File: config.mk
export PLATFORM = sky130hd
export DESIGN_NAME = product_accumulator_flat
export DESIGN_NICKNAME = d
export VERILOG_FILES = /design/src/rtl/product_accumulator_if.sv /design/src/rtl/product_accumulator.sv /design/src/flat_wrapper.sv
export SDC_FILE = /design/constraint.sdc
export NUM_CORES = 1
export LEC_CHECK = 0
export CORE_AREA = 2 2 62 58
export DETAILED_ROUTE_END_ITERATION = 8
export DIE_AREA = 0 0 64 60
export GPL_ROUTABILITY_DRIVEN = 0
export GPL_TIMING_DRIVEN = 0
export PLACE_DENSITY = 0.7
export SETUP_SLACK_MARGIN = 0.4
export SKIP_CTS_REPAIR_TIMING = 1
export SLEW_MARGIN = 0
export SYNTH_ARGS = -nofsm -noshare
export SYNTH_HDL_FRONTEND = slang
export SYNTH_SLANG_ARGS = --single-unit
File: constraint.sdc
create_clock -name clk -period 1.8 [get_ports clk]
set_input_delay 0.45 -clock clk [delete_from_list [all_inputs] [get_ports clk]]
set_output_delay 0.45 -clock clk [all_outputs]
set_load 0.1 [all_outputs]
File: src/rtl/product_accumulator_if.sv
// Streaming interface for the product accumulator.
// Carries the product beats in, the frame totals out, and the clr control.
interface product_accumulator_if #(
    parameter int N     = 4,
    parameter int ACC_W = 10
);
    logic               in_valid;
    logic               in_ready;
    logic [2*N-1:0]     in_product;
    logic               clr;
    logic               out_valid;
    logic               out_ready;
    logic [ACC_W-1:0]   out_sum;
    logic               out_ovf;

    // Producer/consumer side: drives beats and clr, accepts totals.
    modport master (
        output in_valid, in_product, clr, out_ready,
        input  in_ready, out_valid, out_sum, out_ovf
    );

    // Accumulator side.
    modport slave (
        input  in_valid, in_product, clr, out_ready,
        output in_ready, out_valid, out_sum, out_ovf
    );
endinterface

File: src/rtl/product_accumulator.sv
// Product accumulator: registers the multiplier's products and sums LEN of them
// (one dot-product frame) into an ACC_W-bit total with a sticky overflow flag.
// The total is offered on a valid/ready output and held until it is taken.
module product_accumulator #(
    parameter int N     = 4,
    parameter int LEN   = 4,
    parameter int ACC_W = 2*N + $clog2(LEN)
) (
    input  logic                  clk,
    input  logic                  rst_n,
    product_accumulator_if.slave  bus
);
    localparam int CNT_W = (LEN > 1) ? $clog2(LEN) : 1;
    localparam int SUM_W = ACC_W + 1;

    typedef enum logic {ACCUM, HOLD} state_t;

    state_t              state, state_next;
    logic [ACC_W-1:0]    acc;
    logic [CNT_W-1:0]    cnt;
    logic                ovf;
    logic [ACC_W-1:0]    sum_q;
    logic                ovf_q;
    logic [SUM_W-1:0]    sum;
    logic                last_beat;

    // One extra bit on the adder catches the carry out of the accumulator.
    assign sum       = SUM_W'(acc) + SUM_W'(bus.in_product);
    assign last_beat = (cnt == CNT_W'(LEN - 1));

    assign bus.out_sum = sum_q;
    assign bus.out_ovf = ovf_q;

    // State register.
    // NOTE: clocked state uses non-blocking (<=) so every flop samples pre-edge values.
    always_ff @(posedge clk or negedge rst_n) begin
        if (!rst_n) state <= ACCUM;
        else        state <= state_next;
    end

    // Next state and handshake outputs; in_ready stays low while reset is held.
    // NOTE: every output gets a default first, so no path leaves one unassigned (no latch).
    always_comb begin
        state_next    = state;
        bus.in_ready  = 1'b0;
        bus.out_valid = 1'b0;
        case (state)
            ACCUM: begin
                bus.in_ready = rst_n;
                if (bus.in_valid && !bus.clr && last_beat) state_next = HOLD;
            end
            HOLD: begin
                bus.out_valid = 1'b1;
                if (bus.out_ready) state_next = ACCUM;
            end
            default: state_next = ACCUM;
        endcase
    end

    // Accumulate accepted beats, capture the frame total, clear on clr or frame handoff.
    always_ff @(posedge clk or negedge rst_n) begin
        if (!rst_n) begin
            acc   <= '0;
            cnt   <= '0;
            ovf   <= 1'b0;
            sum_q <= '0;
            ovf_q <= 1'b0;
        end else if (state == ACCUM) begin
            if (bus.clr) begin
                // A beat arriving with clr is consumed but not added.
                acc <= '0;
                cnt <= '0;
                ovf <= 1'b0;
            end else if (bus.in_valid) begin
                acc <= sum[ACC_W-1:0];
                ovf <= ovf | sum[ACC_W];
                if (last_beat) begin
                    sum_q <= sum[ACC_W-1:0];
                    ovf_q <= ovf | sum[ACC_W];
                end else begin
                    cnt <= cnt + CNT_W'(1);
                end
            end
        end else if (bus.out_ready) begin
            // Frame handed off: start the next one from zero; clr is ignored in HOLD.
            acc <= '0;
            cnt <= '0;
            ovf <= 1'b0;
        end
    end
endmodule
File: src/flat_wrapper.sv
// flat-port wrapper written by rule: the top's interface ports become plain ports
module product_accumulator_flat 
#(
    parameter int N     = 4,
    parameter int LEN   = 4,
    parameter int ACC_W = 2*N + $clog2(LEN)
)
  (clk, rst_n, bus_in_valid, bus_in_product, bus_clr, bus_out_ready, bus_in_ready, bus_out_valid, bus_out_sum, bus_out_ovf);
  product_accumulator_if #(.N(N), .ACC_W(ACC_W)) bus_i ();
  input  logic clk;
  input  logic rst_n;
  input wire logic [$bits(bus_i.in_valid)-1:0] bus_in_valid;
  input wire logic [$bits(bus_i.in_product)-1:0] bus_in_product;
  input wire logic [$bits(bus_i.clr)-1:0] bus_clr;
  input wire logic [$bits(bus_i.out_ready)-1:0] bus_out_ready;
  output wire logic [$bits(bus_i.in_ready)-1:0] bus_in_ready;
  output wire logic [$bits(bus_i.out_valid)-1:0] bus_out_valid;
  output wire logic [$bits(bus_i.out_sum)-1:0] bus_out_sum;
  output wire logic [$bits(bus_i.out_ovf)-1:0] bus_out_ovf;
  assign bus_i.in_valid = bus_in_valid;
  assign bus_i.in_product = bus_in_product;
  assign bus_i.clr = bus_clr;
  assign bus_i.out_ready = bus_out_ready;
  assign bus_in_ready = bus_i.in_ready;
  assign bus_out_valid = bus_i.out_valid;
  assign bus_out_sum = bus_i.out_sum;
  assign bus_out_ovf = bus_i.out_ovf;
  product_accumulator #(.N(N), .LEN(LEN), .ACC_W(ACC_W)) u_core (.clk(clk), .rst_n(rst_n), .bus(bus_i));
endmodule
==> impl_metrics.env, run 1 <==
export IMPL_synth_fp_nets=153
export IMPL_synth_top_family_by_area="compound AO/OA/AOI/OAI gates"
export IMPL_rows=20
export IMPL_synth_largest_area_cell="dfrtp_1"
export IMPL_ys_top_cells_by_count="25 x dfrtp_1, 10 x nand2_1, 9 x ha_1, 9 x o21ai_0, 7 x a22o_1"
export IMPL_nNetsFinal=192
export IMPL_synthCells=130
export IMPL_synth_edf_count=0
export IMPL_setup_viol=5
export IMPL_finish_instance_area_um2=2270
export IMPL_die_area_um2=3840
export IMPL_synth_cell_types=48
export IMPL_fin_ws_ns=-0.0641
export IMPL_p_total_w=0.00292
export IMPL_synthMuxAreaShare_pct=5.37
export IMPL_ys_ff_latch=25
export IMPL_skew_ns=0.0166
export IMPL_io_pins=26
export IMPL_path_class="flop to flop"
export IMPL_yosysTopAreaCellShare_pct=43.3
export IMPL_seq_area_frac_synth_pct=43.3
export IMPL_grt_start_max_net_pins=27
export IMPL_dpl_hpwl_um=2360
export IMPL_first_pass_iters=4
export IMPL_critPathArrivalTime_ns=2.09
export IMPL_slew_viol_final=0
export IMPL_n_antenna_cell=0
export IMPL_drive_above_1_share_pct=43.5
export IMPL_coreArea_um2=3230
export IMPL_synthAdderAreaFrac_pct=9.18
export IMPL_end_kind="flop"
export IMPL_place_ws_ns=-1.88
export IMPL_cap_violations=0
export IMPL_power_density_nw_per_um2=1280
export IMPL_utilization_pct=70.4
export IMPL_grt_pass1_wl_um=5380
export IMPL_syn_area_um2=1450
export IMPL_finalHoldViolCount=7
export IMPL_hp_class="input pin to async pin"
export IMPL_cts_path_max_buffers=2
export IMPL_status="complete, but fails checks"
export IMPL_dpl_instance_area_um2=1930
export IMPL_postSynthAreaPerCell_um2=11.1
export IMPL_numCtsBuffers=3
export IMPL_cts_tree="built"
export IMPL_antenna_found_initial=0
export IMPL_wire_per_inst_um=17.1
export IMPL_die_w_um=64
export IMPL_die_height_um=60
export IMPL_worstReg2RegStart="u_core.acc[0]"
export IMPL_synthSimpleGateAreaFrac_pct=11.0
export IMPL_synth_compound_area_share_pct=26.3
export IMPL_synth_xor_area_share_pct=3.03
export IMPL_initial_utilization_pct=44.8
export IMPL_synth_top_flop_cell="dfrtp_1"
export IMPL_crit_fanout=3
export IMPL_overflow=0
export IMPL_r2r_slack_ns=-0.06
export IMPL_cts_sinks=25
export IMPL_clkTransAtPathRegs_ns=0.16
export IMPL_period_minus_slack_ns=1.86
export IMPL_cts_root_buf="clkbuf_4"
export IMPL_async_reset_ff_share_pct=100
export IMPL_relSlewSlack_pct=76.6
export IMPL_synth_area_leaders="dfrtp_1 43%, ha_1 7.8%, a22o_1 4.2%"
export IMPL_drc_errors=0
export IMPL_routed_wl_um=3630
export IMPL_fin_hold_ws_ns=-0.00864
export IMPL_yosys_warnings=0
export IMPL_r2r_end="u_core.acc[6]"
export IMPL_finalCritPeriodShare_pct=104
export IMPL_grt_total_usage_pct=18.2
export IMPL_num_vias=1213
export IMPL_yosysMostFrequentCell="dfrtp_1"
export IMPL_drtIter0Drc=43
export IMPL_violations="hold timing, setup timing"
export IMPL_clock_fmax_mhz=536
export IMPL_grt_pass1_vias=1212
export IMPL_p_leak_nw=1.03
export IMPL_portBuffers=25
export IMPL_ir_drop_v=0.000870
export IMPL_tightest_slew_ns=0.351
export IMPL_cts_max_level=1
export IMPL_synthToLayoutAreaGrowth_pct=57.2
export IMPL_rsz0062_at_grt="yes"
export IMPL_start_kind="flop"
export IMPL_tns_ns=-0.155
export IMPL_clk_latency_ns=0.33
export IMPL_antenna_left=0
export IMPL_critPathLaunch="u_core.acc[0]"
export IMPL_reg2regPathDepth=6
export IMPL_viasPerCell=5.72
export IMPL_worstPathRequired_ns=2.03
-- metrics by stage --
stage,cells,hold slack (ns)
global route,212,0.00894
detailed placement,199,0.482
CTS,203,0.517
finish,212,-0.00864
global placement,199,0.476
floorplan,130,0.154
-- worst max-delay path: stages, from the launching register on --
cell	delay, ns
dfrtp_1	0.44
ha_4	0.18
fa_2	0.37
nand3_4	0.10
a21oi_4	0.07
or3_4	0.33
a32o_2	0.26
-- final cells by class --
cell class                 count  area (um2)
inverter                       1        3.75
clock buffer                   3        22.5
sequential                    25         631
timing repair buffer          34         468
fill                         215         956
buffer                         4        45.0
multi-input combinational    100        1040
tap                           44        55.1
clock inverter                 1        7.51
-- how the worst max path moves through the flow --
stage                               end  depth (start not counted)  slack, ns
after floorplan           u_core.acc[6]                          6      -0.08
after global placement     bus_in_ready                          3      -1.86
after detailed placement   bus_in_ready                          3      -1.88
after CTS                  bus_in_ready                          3      -1.87
after global routing      u_core.acc[6]                          6      -0.11
final                     u_core.acc[6]                          6      -0.06
-- layer usage --
metal	wire [um]	vias to the layer above	track usage [%]	share of wire, %
met4	16	0	4.97	0.44
li1	-	571	-	-
met1	1530	614	22.3	42
met5	0	-	0	0
met3	135	2	4.33	3.7
met2	1950	26	32.3	54
-- where the power goes --
part           switching [W]  total, W  internal [W]
combinational        0.00105   0.00180      0.000743
clock               0.000183  0.000268     0.0000851
sequential          0.000155  0.000853      0.000698
-- cell usage in the layout, fill, tap and decap left out, drive strengths merged, types with 2 or more instances in the layout --
cell / synthesis / final
buf: 4 / 26
dfrtp: 25 / 25
nand2: 10 / 10
dlymetal6s2s: 0 / 9
ha: 9 / 9
o21ai: 9 / 9
a22o: 7 / 7
a21oi: 7 / 7
mux2: 6 / 6
clkbuf: 0 / 4
a211oi: 3 / 3
a21o: 3 / 3
xor2: 3 / 3
nor2: 3 / 3
o211ai: 3 / 3
nand2b: 3 / 3
nor3: 3 / 3
o31ai: 3 / 3
and2: 3 / 3
xnor2: 2 / 2
o21a: 2 / 2
clkdlybuf4s50: 0 / 2
nand3: 2 / 2
a31o: 2 / 2
or3: 2 / 2
a32o: 2 / 2
-- state kept, by name (all words and copies together) (netlist names) --
register and cells:
u_core.bus.out_sum 10, u_core.ovf 1, u_core.acc 10, u_core.cnt 2, u_core.bus.out_ovf 1, u_core.state 1
-- logic make-up (layout without fill, tap and decap cells) --
kind of cell	count (synthesis)	in the layout
compound gates	49	49
xor+xnor	5	5
fa+ha+maj	10	10
buf+inv	5	43
flops	25	25
mux	7	7
simple gates	29	29
(Power assumes the default switching activity.)
==> inputs of run 2 (changes only) <==
GPL_ROUTABILITY_DRIVEN = 1   (was 0)
==> results of run 2 <==
Final layout, timing and power as in run 1 (identical DEF).
